--- src/rtl/mem_arb_pkg.sv ---
// mem_arb_pkg: state encoding and default timeout for the memory-port arbiter
package mem_arb_pkg;
    typedef enum logic [1:0] {MEM_ARB_IDLE, MEM_ARB_BUSY, MEM_ARB_KILL} type_mem_arb_states_e;
    localparam int MEM_ARB_TIMEOUT_CYC = 47;
endpackage

--- src/rtl/rr_grant_sel.sv ---
// rr_grant_sel: picks the first active request at or after ptr, wrapping modulo NUM_REQ
module rr_grant_sel #(
    parameter int NUM_REQ = 3,
    parameter int IW      = 2
) (
    input  logic [NUM_REQ-1:0] req,
    input  logic [IW-1:0]      ptr,
    output logic [NUM_REQ-1:0] gnt,
    output logic [IW-1:0]      idx,
    output logic               any
);
    logic [IW-1:0] k;
    // Scan from the far end back toward ptr so the closest request wins.
    always_comb begin
        idx = '0;
        k = '0;
        for (int i = NUM_REQ - 1; i >= 0; i--) begin
            k = IW'((int'(ptr) + i) % NUM_REQ);
            if (req[k]) idx = k;
        end
    end
    assign any = |req;
    assign gnt = any ? NUM_REQ'(1) << idx : '0;
endmodule

--- src/rtl/mem_rr_arbiter.sv ---
// mem_rr_arbiter: round-robin owner of the single memory port, one outstanding
// transaction, with per-owner kill and a forced-abort timeout.
module mem_rr_arbiter
    import mem_arb_pkg::*;
#(
    parameter int NUM_REQ     = 3,
    parameter int ADDR_W      = 32,
    parameter int DATA_W      = 128,
    parameter int TIMEOUT_CYC = MEM_ARB_TIMEOUT_CYC,
    parameter int TO_W        = 6
) (
    input  logic                      clk,
    input  logic                      rst_n,
    input  logic [NUM_REQ-1:0]        req_i,
    input  logic [NUM_REQ-1:0]        kill_i,
    input  logic [NUM_REQ*ADDR_W-1:0] addr_i,
    input  logic [NUM_REQ*DATA_W-1:0] w_data_i,
    input  logic [NUM_REQ-1:0]        w_en_i,
    output logic [NUM_REQ-1:0]        ack_o,
    output logic [DATA_W-1:0]         r_data_o,
    output logic [NUM_REQ-1:0]        grant_o,
    output logic                      timeout_o,
    output logic                      mem_req_o,
    output logic [ADDR_W-1:0]         mem_addr_o,
    output logic [DATA_W-1:0]         mem_w_data_o,
    output logic                      mem_w_en_o,
    input  logic                      mem_ack_i,
    input  logic [DATA_W-1:0]         mem_r_data_i
);
    localparam int IW = $clog2(NUM_REQ);

    type_mem_arb_states_e state;
    logic [IW-1:0]      rr_ptr, owner, sel_idx, nxt_ptr;
    logic [NUM_REQ-1:0] sel_gnt;
    logic [TO_W-1:0]    cnt;
    logic               sel_any, kill_own, to_hit, active, done;

    rr_grant_sel #(.NUM_REQ(NUM_REQ), .IW(IW)) u_sel (
        .req(req_i),
        .ptr(rr_ptr),
        .gnt(sel_gnt),
        .idx(sel_idx),
        .any(sel_any)
    );

    assign active    = state != MEM_ARB_IDLE;
    assign kill_own  = |(kill_i & grant_o);
    assign to_hit    = cnt == TO_W'(TIMEOUT_CYC);
    // A memory ack in the abort cycle takes priority over the timeout.
    assign done      = active && (mem_ack_i || to_hit);
    assign nxt_ptr   = (owner == IW'(NUM_REQ - 1)) ? '0 : owner + 1'b1;
    assign ack_o     = (state == MEM_ARB_BUSY && mem_ack_i && !kill_own) ? grant_o : '0;
    assign r_data_o  = |ack_o ? mem_r_data_i : '0;
    assign timeout_o = active && to_hit && !mem_ack_i;

    always_ff @(posedge clk or negedge rst_n) begin
        if (!rst_n) begin
            state        <= MEM_ARB_IDLE;
            rr_ptr       <= '0;
            owner        <= '0;
            cnt          <= '0;
            grant_o      <= '0;
            mem_req_o    <= 1'b0;
            mem_addr_o   <= '0;
            mem_w_data_o <= '0;
            mem_w_en_o   <= 1'b0;
        end else if (!active) begin
            if (sel_any) begin
                state        <= MEM_ARB_BUSY;
                owner        <= sel_idx;
                grant_o      <= sel_gnt;
                cnt          <= '0;
                mem_req_o    <= 1'b1;
                mem_addr_o   <= addr_i[sel_idx*ADDR_W +: ADDR_W];
                mem_w_data_o <= w_data_i[sel_idx*DATA_W +: DATA_W];
                mem_w_en_o   <= w_en_i[sel_idx];
            end
        end else if (done) begin
            state     <= MEM_ARB_IDLE;
            grant_o   <= '0;
            mem_req_o <= 1'b0;
            rr_ptr    <= nxt_ptr;
        end else begin
            cnt <= cnt + 1'b1;
            if (kill_own) state <= MEM_ARB_KILL;
        end
    end
endmodule

--- config.mk ---
export PLATFORM = sky130hd
export DESIGN_NAME = mem_rr_arbiter
export DESIGN_NICKNAME = d
export VERILOG_FILES = /design/src/rtl/mem_arb_pkg.sv /design/src/rtl/rr_grant_sel.sv /design/src/rtl/mem_rr_arbiter.sv
export SDC_FILE = /design/constraint.sdc
export NUM_CORES = 1
export LEC_CHECK = 0
export CAP_MARGIN = 30
export CORE_AREA = 2 2 355 357
export DETAILED_ROUTE_END_ITERATION = 10
export DIE_AREA = 0 0 357 359
export PLACE_DENSITY = 0.3
export SLEW_MARGIN = 5
export SYNTH_ARGS = -nofsm -noshare
export SYNTH_HDL_FRONTEND = slang
export SYNTH_SLANG_ARGS = --single-unit
--- constraint.sdc ---
create_clock -name clk -period 5.9 [get_ports clk]
set_clock_uncertainty 0.2 [all_clocks]
set_input_delay 1.18 -clock clk [delete_from_list [all_inputs] [get_ports clk]]
set_output_delay 1.18 -clock clk [all_outputs]
set_load 0.02 [all_outputs]
==> flow_metrics.env <==
export IMPL_syn_area_um2=10400
export IMPL_r2r_start="rr_ptr[0]"
export IMPL_drc_errors=0
export IMPL_powerDensity_nw_per_um2=458
export IMPL_cts_sinks=177
export IMPL_slew_headroom=0.281
export IMPL_cp_arrival_ns=3.97
export IMPL_startpoint="kill_i[1]"
export IMPL_worstPathMaxFanout=61
export IMPL_synth_top_family_by_area="compound AO/OA/AOI/OAI gates"
export IMPL_avgSynthCellArea_um2=8.52
export IMPL_setup_viol=0
export IMPL_num_rows=130
export IMPL_synth_edf_count=0
export IMPL_min_period_over_period=0.906
export IMPL_hold_end="mem_req_o"
export IMPL_period_needed_ns=5.35
export IMPL_drv_slew=0
export IMPL_drive_gt1_frac=0.0312
export IMPL_post_route_util=0.177
export IMPL_r2r_cells=8
export IMPL_grt_max_degree=168
export IMPL_crit_required_ns=4.52
export IMPL_cts_tree="yes"
export IMPL_fin_cells=3737
export IMPL_hp_class="reg2reg"
export IMPL_cts_hold_buf=0
export IMPL_pre_cts_ws_ns=0.543
export IMPL_yosys_area_share_xor_xnor=0.00335
export IMPL_antenna_found_initial=18
export IMPL_worst_slew_pin_slew_ns=1.08
export IMPL_wl_per_cell_um=21.8
export IMPL_fp_dieW_um=357
export IMPL_ys_ff_latch=177
export IMPL_drt_iter0_markers=470
export IMPL_yosys_warnings=0
export IMPL_first_pass_iters=5
export IMPL_numCtsBuffers=17
export IMPL_synth_compound_area_frac=0.220
export IMPL_synth_area_mux_share=0.0816
export IMPL_cts_buffer_depth=2
export IMPL_seq_area_frac_synth=0.424
export IMPL_dieArea_um2=128000
export IMPL_place_gp_congestion=0.870
export IMPL_viasPerCell=3.46
export IMPL_synth_nets=1850
export IMPL_synth_fa_ha_area_frac=0.00479
export IMPL_crit_path_end_kind="output port"
export IMPL_grt_total_usage=0.123
export IMPL_dpl_hpwl_um=62900
export IMPL_post_cts_resized=0
export IMPL_async_flop_share=1.00
export IMPL_wirelength_um=81400
export IMPL_synthFlopType="dfrtp_1"
export IMPL_placed_cells=3698
export IMPL_worst_slack_ns=0.552
export IMPL_max_freq_mhz=187
export IMPL_outcome="complete, no violations"
export IMPL_fp_coreArea_um2=125000
export IMPL_start_util=0.0838
export IMPL_rrSetupSlack_ns=2.49
export IMPL_final_hold_violation_count=0
export IMPL_htreeDepth=4
export IMPL_io_pins=917
export IMPL_synthToLayoutAreaGrowth_pct=111
export IMPL_grt_pass1_vias=13900
export IMPL_reg2reg_to="mem_w_data_o[78]"
export IMPL_maxCapViolCount=0
export IMPL_path_clk_slew_ns=0.08
export IMPL_ir_drop_uv=338
export IMPL_ys_types=42
export IMPL_hold_depth=2
export IMPL_finalSetupTns_ns=0
export IMPL_ant_nets=0
export IMPL_die_h_um=359
export IMPL_min_delay_start="mem_req_o"
export IMPL_yosys_area_share_simple=0.214
export IMPL_grt_pass1_wl_um=111000
export IMPL_cts_root_buffer="clkbuf_16"
export IMPL_whs_ns=0.300
export IMPL_portBuffers=916
export IMPL_nNetsFinal=2692
export IMPL_clk_latency_ns=0.54
export IMPL_grt_setup_unrepaired="no"
export IMPL_total_leakage_power_nw=8.26
export IMPL_worst_setup_path_type="in2out"
export IMPL_cp_start_kind="primary input"
export IMPL_vias=12900
export IMPL_cts_setup_buffers=0
export IMPL_synth_cells=1226
export IMPL_grt_overflow=0
==> worst max-delay path, cell delays in order <==
cell,delay [ns]
clkdlybuf4s50_1,0.44
a222oi_1,0.57
and4_1,0.33
o31a_2,0.36
buf_12,0.25
and2_1,0.18
clkdlybuf4s50_1,0.60
==> sequential cells by signal, summed over array words and instances, names as in the netlist <==
signal	flops
mem_w_en_o	1
mem_addr_o	32
grant_o	3
cnt	6
mem_req_o	1
mem_w_data_o	128
rr_ptr	2
owner	2
state	2
==> worst max path at each step <==
stage                          to  slack, ns  depth (start not counted)
global placement     r_data_o[24]       0.60                          7
global route         r_data_o[93]       0.42                          7
detailed placement   r_data_o[93]       0.54                          7
finish               r_data_o[86]       0.55                          7
floorplan           r_data_o[100]       1.95                          6
CTS                  r_data_o[93]       0.53                          7
==> kinds of logic (layout without fill, tap and decap cells) <==
logic type,after synthesis,after routing
other,0,6
xor gates and xnor gates,4,4
muxes,85,85
buffers and inverters,119,974
adders and majority gates,4,4
DFF,177,177
and+or+nand+nor,493,493
AOI/OAI and AO/OA,344,344
==> cell usage in the layout (no fill, tap or decap), types with 80 or more instances in the layout <==
cell,instances
mux2i_1,84
o2bb2ai_1,80
dfrtp_1,177
clkdlybuf4s50_1,915
and2_1,132
o22ai_1,82
nor2_1,171
a21oi_1,82
nand2_1,173
a31oi_1,80
==> per-layer routing <==
metal	GRT usage	part of all wire	up-vias
met3	0.0456	0.085	44
met4	0.0255	0.0095	14
met2	0.217	0.50	508
met1	0.141	0.40	6366
li1	-	-	5997
met5	0	0.0012	-
==> synthesized netlist by cell type (all sizes together), types with 3 or more instances <==
cell type | count | share of area
o21ai | 4 | 0.0019
buf | 39 | 0.024
and2 | 132 | 0.079
nand2b | 4 | 0.0024
o31ai | 4 | 0.0034
mux2i | 84 | 0.081
o22ai | 82 | 0.049
and3 | 3 | 0.0018
dfrtp | 177 | 0.42
o31a | 3 | 0.0025
a21oi | 83 | 0.040
ha | 4 | 0.0048
inv | 5 | 0.0018
and4 | 3 | 0.0025
nand2 | 173 | 0.062
nor2 | 172 | 0.062
xor2 | 3 | 0.0025
clkbuf | 75 | 0.027
a31oi | 80 | 0.048
o2bb2ai | 80 | 0.067
==> report_power, final <==
part | switching (mW) | internal [mW]
sequential | 0.390 | 1.85
clock | 0.667 | 0.553
combinational | 3.90 | 2.75
total | 4.96 | 5.15
==> final cells by class <==
| type | count | area, µm² |
|---|---|---|
| inverter | 5 | 18.8 |
| sequential | 177 | 4430 |
| clock buffer | 18 | 429 |
| tap | 1650 | 2060 |
| clock inverter | 14 | 121 |
| timing repair buffer | 937 | 9460 |
| fill | 14000 | 103000 |
| multi-input combinational | 930 | 5520 |
| antenna | 6 | 15.0 |
==> metrics by stage <==
| stage | instance area [µm²] | power, mW |
|---|---|---|
| 6_report | 22100 | 10.1 |
| 3_5_place_dp | 21500 | 9.09 |
| 3_3_place_gp | 21500 | 9.04 |
| 4_1_cts | 22000 | 10.4 |
| 5_1_grt | 22000 | 10.9 |
| 2_1_floorplan | 10400 | 5.66 |
Power figures use the tool's default switching activity.
